==> src/rtl/buffer_ram_stream_reader_pkg.sv <==
// Shared types and constants for the BufferRAM stream reader.
// Optional stride support is selected with BUFFER_READER_STRIDE_EN.
package buffer_ram_stream_reader_pkg;

    localparam int FSIZE                    = 64;
    localparam int BUFFER_READ_LATENCY      = 3;
    localparam int BUFFER_DEPTH             = 512;
    localparam int BUFFER_DEPTHAD           = $clog2(BUFFER_DEPTH);
    localparam int BUFFER_LENW              = $clog2(BUFFER_DEPTH) + 1;
    localparam int BUFFER_READER_SKID_DEPTH = BUFFER_READ_LATENCY + 2;

    typedef struct packed {
        logic [BUFFER_DEPTHAD-1:0] base_addr;
        logic [BUFFER_LENW-1:0]    length;
        logic [BUFFER_DEPTHAD-1:0] stride;
    } BufferReaderCmd;

    typedef enum logic [1:0] {
        S_IDLE,
        S_ISSUE,
        S_DRAIN,
        S_DONE
    } reader_state_t;

endpackage

==> src/rtl/buffer_ram_stream_reader_skid_fifo.sv <==
// Skid FIFO holding {last, data} words returned by the RAM read pipe.
// Push and pop in the same cycle leave the count unchanged.
module buffer_reader_skid_fifo #(
    parameter int WIDTH = 65,
    parameter int DEPTH = 5
) (
    input  logic                         clk,
    input  logic                         rstn,
    input  logic                         push,
    input  logic [WIDTH-1:0]             push_data,
    input  logic                         pop,
    output logic [WIDTH-1:0]             head_data,
    output logic [$clog2(DEPTH+1)-1:0]   count
);

    localparam int PW = $clog2(DEPTH);
    localparam int CW = $clog2(DEPTH + 1);

    logic [WIDTH-1:0] mem [DEPTH];
    logic [PW-1:0]    wr_ptr;
    logic [PW-1:0]    rd_ptr;

    // Storage, circular pointers and occupancy count
    always_ff @(posedge clk or negedge rstn) begin
        if (!rstn) begin
            for (int unsigned i = 0; i < DEPTH; i++) begin
                mem[i] <= '0;
            end
            wr_ptr <= '0;
            rd_ptr <= '0;
            count  <= '0;
        end else begin
            if (push) begin
                mem[wr_ptr] <= push_data;
                wr_ptr      <= (wr_ptr == PW'(DEPTH - 1)) ? '0 : wr_ptr + 1'b1;
            end
            if (pop) begin
                rd_ptr <= (rd_ptr == PW'(DEPTH - 1)) ? '0 : rd_ptr + 1'b1;
            end
            if (push && !pop) begin
                count <= count + 1'b1;
            end else if (!push && pop) begin
                count <= count - 1'b1;
            end
        end
    end

    assign head_data = mem[rd_ptr];

    // The credit check upstream must make these impossible
    overflow_chk: assert property (@(posedge clk) disable iff (!rstn)
        !(push && !pop && count == CW'(DEPTH)));
    underflow_chk: assert property (@(posedge clk) disable iff (!rstn)
        !(pop && count == '0));

endmodule

==> src/rtl/buffer_ram_stream_reader.sv <==
// BufferRAM read engine: (base, length) command -> raddr sequence -> valid/ready stream.
// Define BUFFER_READER_STRIDE_EN to add the stride port (address step = stride).
module buffer_ram_stream_reader
    import buffer_ram_stream_reader_pkg::*;
#(
    parameter int DEPTH        = 512,
    parameter int WIDTH        = FSIZE,
    parameter int READ_LATENCY = BUFFER_READ_LATENCY,
    parameter int SKID_DEPTH   = READ_LATENCY + 2,
    parameter int DEPTHAD      = $clog2(DEPTH),
    parameter int LENW         = $clog2(DEPTH) + 1
) (
    input  logic               clk,
    input  logic               rstn,
    input  logic               start,
    input  logic [DEPTHAD-1:0] base_addr,
    input  logic [LENW-1:0]    length,
    output logic               busy,
    output logic               done,
    output logic [DEPTHAD-1:0] ram_raddr,
    input  logic [WIDTH-1:0]   ram_rdata,
    output logic               m_valid,
    input  logic               m_ready,
    output logic [WIDTH-1:0]   m_data,
    output logic               m_last
`ifdef BUFFER_READER_STRIDE_EN
    ,
    input  logic [DEPTHAD-1:0] stride
`endif
);

    localparam int CW = $clog2(SKID_DEPTH + 1);

    reader_state_t           state;
    logic [LENW-1:0]         remaining;
    logic [DEPTHAD-1:0]      step;
    logic [READ_LATENCY-1:0] vpipe;
    logic [READ_LATENCY-1:0] lpipe;
    logic [CW-1:0]           fifo_count;
    logic [CW-1:0]           inflight;
    logic                    credit_ok;
    logic                    issue;
    logic                    pop;
    logic                    fire_last;
    logic [DEPTHAD:0]        addr_sum;
    logic [DEPTHAD-1:0]      next_addr;
    logic [WIDTH:0]          head;

`ifdef BUFFER_READER_STRIDE_EN
    // Latch the address step with the command
    always_ff @(posedge clk or negedge rstn) begin
        if (!rstn) begin
            step <= '0;
        end else if (state == S_IDLE && start) begin
            step <= stride;
        end
    end
`else
    assign step = DEPTHAD'(1);
`endif

    // Credit check, modulo-DEPTH address step and stream handshake decode
    always_comb begin
        inflight = '0;
        for (int unsigned i = 0; i < READ_LATENCY; i++) begin
            inflight = inflight + CW'(vpipe[i]);
        end
        credit_ok = ({1'b0, fifo_count} + {1'b0, inflight}) < (CW + 1)'(SKID_DEPTH);
        issue     = (state == S_ISSUE) && credit_ok;
        addr_sum  = {1'b0, ram_raddr} + {1'b0, step};
        next_addr = (addr_sum >= (DEPTHAD + 1)'(DEPTH))
                  ? DEPTHAD'(addr_sum - (DEPTHAD + 1)'(DEPTH))
                  : addr_sum[DEPTHAD-1:0];
        pop       = m_valid && m_ready;
        fire_last = pop && m_last;
    end

    // Command FSM with registered busy/done and address generator
    always_ff @(posedge clk or negedge rstn) begin
        if (!rstn) begin
            state     <= S_IDLE;
            busy      <= 1'b0;
            done      <= 1'b0;
            ram_raddr <= '0;
            remaining <= '0;
        end else begin
            case (state)
                S_IDLE: begin
                    if (start) begin
                        ram_raddr <= base_addr;
                        remaining <= length;
                        busy      <= 1'b1;
                        state     <= (length == '0) ? S_DONE : S_ISSUE;
                    end
                end
                S_ISSUE: begin
                    if (issue) begin
                        ram_raddr <= next_addr;
                        remaining <= remaining - 1'b1;
                        if (remaining == LENW'(1)) begin
                            state <= S_DRAIN;
                        end
                    end
                end
                S_DRAIN: begin
                    if (inflight == '0 && fire_last) begin
                        done  <= 1'b1;
                        state <= S_DONE;
                    end
                end
                S_DONE: begin
                    // An empty command arrives here without the pulse armed,
                    // so it spends one extra cycle raising done.
                    if (done) begin
                        done  <= 1'b0;
                        busy  <= 1'b0;
                        state <= S_IDLE;
                    end else begin
                        done <= 1'b1;
                    end
                end
                default: state <= S_IDLE;
            endcase
        end
    end

    // Valid/last tags travelling alongside each outstanding read
    always_ff @(posedge clk or negedge rstn) begin
        if (!rstn) begin
            vpipe <= '0;
            lpipe <= '0;
        end else begin
            vpipe[0] <= issue;
            lpipe[0] <= issue && (remaining == LENW'(1));
            for (int unsigned i = 1; i < READ_LATENCY; i++) begin
                vpipe[i] <= vpipe[i-1];
                lpipe[i] <= lpipe[i-1];
            end
        end
    end

    buffer_reader_skid_fifo #(
        .WIDTH (WIDTH + 1),
        .DEPTH (SKID_DEPTH)
    ) u_fifo (
        .clk       (clk),
        .rstn      (rstn),
        .push      (vpipe[READ_LATENCY-1]),
        .push_data ({lpipe[READ_LATENCY-1], ram_rdata}),
        .pop       (pop),
        .head_data (head),
        .count     (fifo_count)
    );

    assign m_valid = (fifo_count != '0);
    assign m_data  = head[WIDTH-1:0];
    assign m_last  = m_valid && head[WIDTH];

endmodule

==> config.mk <==
export PLATFORM = sky130hd
export DESIGN_NAME = buffer_ram_stream_reader
export DESIGN_NICKNAME = d
export VERILOG_FILES = /design/src/rtl/buffer_ram_stream_reader_pkg.sv /design/src/rtl/buffer_ram_stream_reader_skid_fifo.sv /design/src/rtl/buffer_ram_stream_reader.sv
export SDC_FILE = /design/constraint.sdc
export NUM_CORES = 1
export LEC_CHECK = 0
export CAP_MARGIN = 25
export CORE_AREA = 2 2 221 169
export DETAILED_ROUTE_END_ITERATION = 6
export DIE_AREA = 0 0 223 171
export GPL_ROUTABILITY_DRIVEN = 0
export PLACE_DENSITY_LB_ADDON = 0.12
export REMOVE_ABC_BUFFERS = 1
export SYNTH_ARGS = -nofsm -noshare
export SYNTH_HDL_FRONTEND = slang
export SYNTH_SLANG_ARGS = --single-unit
==> constraint.sdc <==
create_clock -name clk -period 3.8 [get_ports clk]
set_clock_uncertainty 0.1 [all_clocks]
set_input_delay 0.76 -clock clk [delete_from_list [all_inputs] [get_ports clk]]
set_output_delay 0.76 -clock clk [all_outputs]
set_load 0.1 [all_outputs]
==> impl_metrics.ini <==
[run_status]
run_status = complete, no violations

[cells_and_area]
regArea_mm2 = 0.00909
multi_input_area_mm2 = 0.00698
antenna_cells = 0
num-fill-cells = 2923
nNetsFinal = 1497
area_delta_synth_final_pct = 25.3
final_cell_mix = dfrtp_1 (360), mux2_2 (327), clkdlybuf4s50_1 (97)
layout_commonest_cell = dfrtp_1
drive_gt1_share_pct = 39.8
instances_no_fill = 1894
final_util_pct = 57.7

[critical_path]
cp_max_fo = 31
crit_path_cell_trace = buf_12 -> mux4_2 -> inv_1 -> o21ai_0 -> buf_12
crit_top_cell = buf_12
path_class = flop to output port
cp.arrival_ps = 2670
crit_end = m_data[10]
reg2reg_to = remaining[9]$_DFFE_PN0P_
slowest_stage = dfrtp_4
cp-start-kind = flop
required_ps = 2940
crit_start = u_fifo.rd_ptr[0]$_DFFE_PN0P_
critPathMaxStageDelay_ps = 840
end_kind = output port
rr_startpoint = vpipe[2]$_DFF_PN0_
r2r_cells = 9
rrSetupSlack_ps = 740

[yosys]
synthesis.area_mm2 = 0.0167
synth_area_leaders = dfrtp_1 (54%), mux2_2 (22%), mux4_2 (8.6%)
ys_warn_count = 0
syn_area_per_cell_um2 = 13.5
synthArstFlopShare_pct = 100
yosys.area.top_type = dfrtp_1
netlist_instances = 1232
synth_cell_types = 53
synth_top_area_share_pct = 54.5
yosys_most_used_dff = dfrtp_1
synth_seq_area_share_pct = 54.5
synth_edf_count = 0
ys_ff_latch = 363

[cts]
path_clk_slew_ps = 60
cts_root_buf = clkbuf_16
h-tree-depth = 2
cts-hold-fix-buffers = 0
cts_buffers = 38
insertion_delay_ps = 520
cts_setup_buffers = 0
clockBufferDepth = 3
cts.sinks = 363
cts_resized = 0
cts_tree = built

[placed_design]
dpl.cell_count = 1825
dp_hpwl_mm = 23.1
preCtsSetupSlack_ps = 748
io_buffer_count = 163

[power_and_ir_drop]
total_power_uw = 8070
power_per_cell_area_mw_per_mm2 = 386
max-vdd-ir-drop_v = 0.000272
leakagePower_uw = 0.00940

[sta]
maxSlewViolCount = 0
min_period_ps = 3530
tightest_slew_ps = 1010
relSlewSlack_pct = 32.4
setup_viol = 0
finalCritPeriodShare_pct = 92.8
fin_ws_ps = 273
fmax_ghz = 0.284
grt_setup_unrepaired = no
finalHoldViolCount = 0

[drt]
routed_wl_mm = 36.4
drc = 0
drtAntennaViolNets = 0
wl_per_cell_um = 19.2
viasPerCell = 5.43
drtIter0Drc = 491
num_vias = 10300
dr.pass1.iters = 5

[floorplan]
fp.coreArea_mm2 = 0.0363
fp.dieH_um = 171
design.portCount = 164
rows = 61
die_w_um = 223
initial_core_util_pct = 46.0
dieArea_mm2 = 0.0381

[grt]
gr-usage-all-layers_pct = 19.7
grt_pass1_vias = 10800
grt_overflow = 0
antenna_found_initial = 1
grt_first_pass_wirelength_mm = 59.9
grt_start_max_net_pins = 87

[worst_hold_path]
hold_class = input pin to async pin

[flow_run]
drv_cap = 0
[worst min-delay path by stage]
| stage | slack [ps] | cells after the start | to | start |
|---|---|---|---|---|
| after floorplan | 230 | 0 | lpipe[1]$_DFF_PN0_ | lpipe[0]$_DFF_PN0_ |
| after global placement | 230 | 0 | lpipe[2]$_DFF_PN0_ | lpipe[1]$_DFF_PN0_ |
| after detailed placement | 240 | 0 | lpipe[2]$_DFF_PN0_ | lpipe[1]$_DFF_PN0_ |
| after CTS | 160 | 1 | u_fifo.mem[50]$_DFFE_PN0P_ | rstn |
| after global routing | 190 | 1 | u_fifo.mem[50]$_DFFE_PN0P_ | rstn |
| final | 150 | 1 | u_fifo.mem[50]$_DFFE_PN0P_ | rstn |
[routing by layer]
metal / global-route usage [%] / part of all wire (%)
met1: 28.6 / 48
met5: 0 / 0.030
met3: 3.13 / 3.6
met4: 4.03 / 1.3
met2: 31.7 / 47
[registers in the layout, indices dropped and copies added, names as in the netlist]
| signal | count |
|---|---|
| done | 1 |
| u_fifo.rd_ptr | 3 |
| vpipe | 3 |
| ram_raddr | 9 |
| state | 2 |
| remaining | 10 |
| u_fifo.wr_ptr | 3 |
| u_fifo.count | 3 |
| u_fifo.mem | 325 |
| busy | 1 |
| lpipe | 3 |
[Yosys cell counts (3+ instances only)]
cell and number:
a21o_1 3, a21oi_1 7, and3_1 5, buf_1 5, buf_2 42, clkbuf_1 22
dfrtp_1 363, fa_1 3, ha_1 14, inv_1 82, mux2_2 327, mux2i_1 5
mux4_2 64, nand2_1 94, nand2b_1 4, nand3_1 9, nor2_1 26, nor3_1 15
nor3b_1 4, nor4_1 4, nor4_2 3, o211ai_1 4, o21ai_0 84, o22ai_1 3
or3_1 3
[critical path, delay by kind of cell (launching register included)]
family | cells | cell delay (ps)
mux | 1 | 520
compound gates | 1 | 140
buf+inv | 3 | 630
flops | 1 | 840
[final cells by class]
class | instances | area share, %
Sequential cell | 363 | 43.5
Clock buffer | 58 | 5.55
Multi-Input combinational cell | 715 | 33.4
Inverter | 82 | 1.47
Timing Repair Buffer | 193 | 12.5
Tap cell | 472 | 2.83
Clock inverter | 11 | 0.766
[logic make-up (layout without fill, tap and decap cells)]
| group | after synthesis | after routing | synth area share (%) |
|---|---|---|---|
| DFF | 363 | 363 | 54.5 |
| buffers and inverters | 154 | 344 | 3.87 |
| muxes | 396 | 396 | 31.0 |
| and+or+nand+nor | 179 | 179 | 4.94 |
| xor gates and xnor gates | 4 | 4 | 0.210 |
| AOI/OAI and AO/OA | 119 | 119 | 4.10 |
| adders and majority gates | 17 | 17 | 1.41 |
[metrics by stage]
| step | hold WS (ps) | instance area, µm² | setup TNS [ps] |
|---|---|---|---|
| 2_1_floorplan | 231 | 16300 | -805060 |
| 3_3_place_gp | 234 | 19600 | 0 |
| 3_5_place_dp | 245 | 19600 | 0 |
| 4_1_cts | 158 | 20900 | 0 |
| 5_1_grt | 191 | 20900 | 0 |
| 6_report | 155 | 20900 | 0 |
[power by group]
group	total (µW)	internal, µW	switching (µW)
Combinational	262	119	144
Sequential	3920	3900	15.6
Clock	3890	2380	1510
Total	8070	6400	1670
Power figures use the tool's default switching activity.
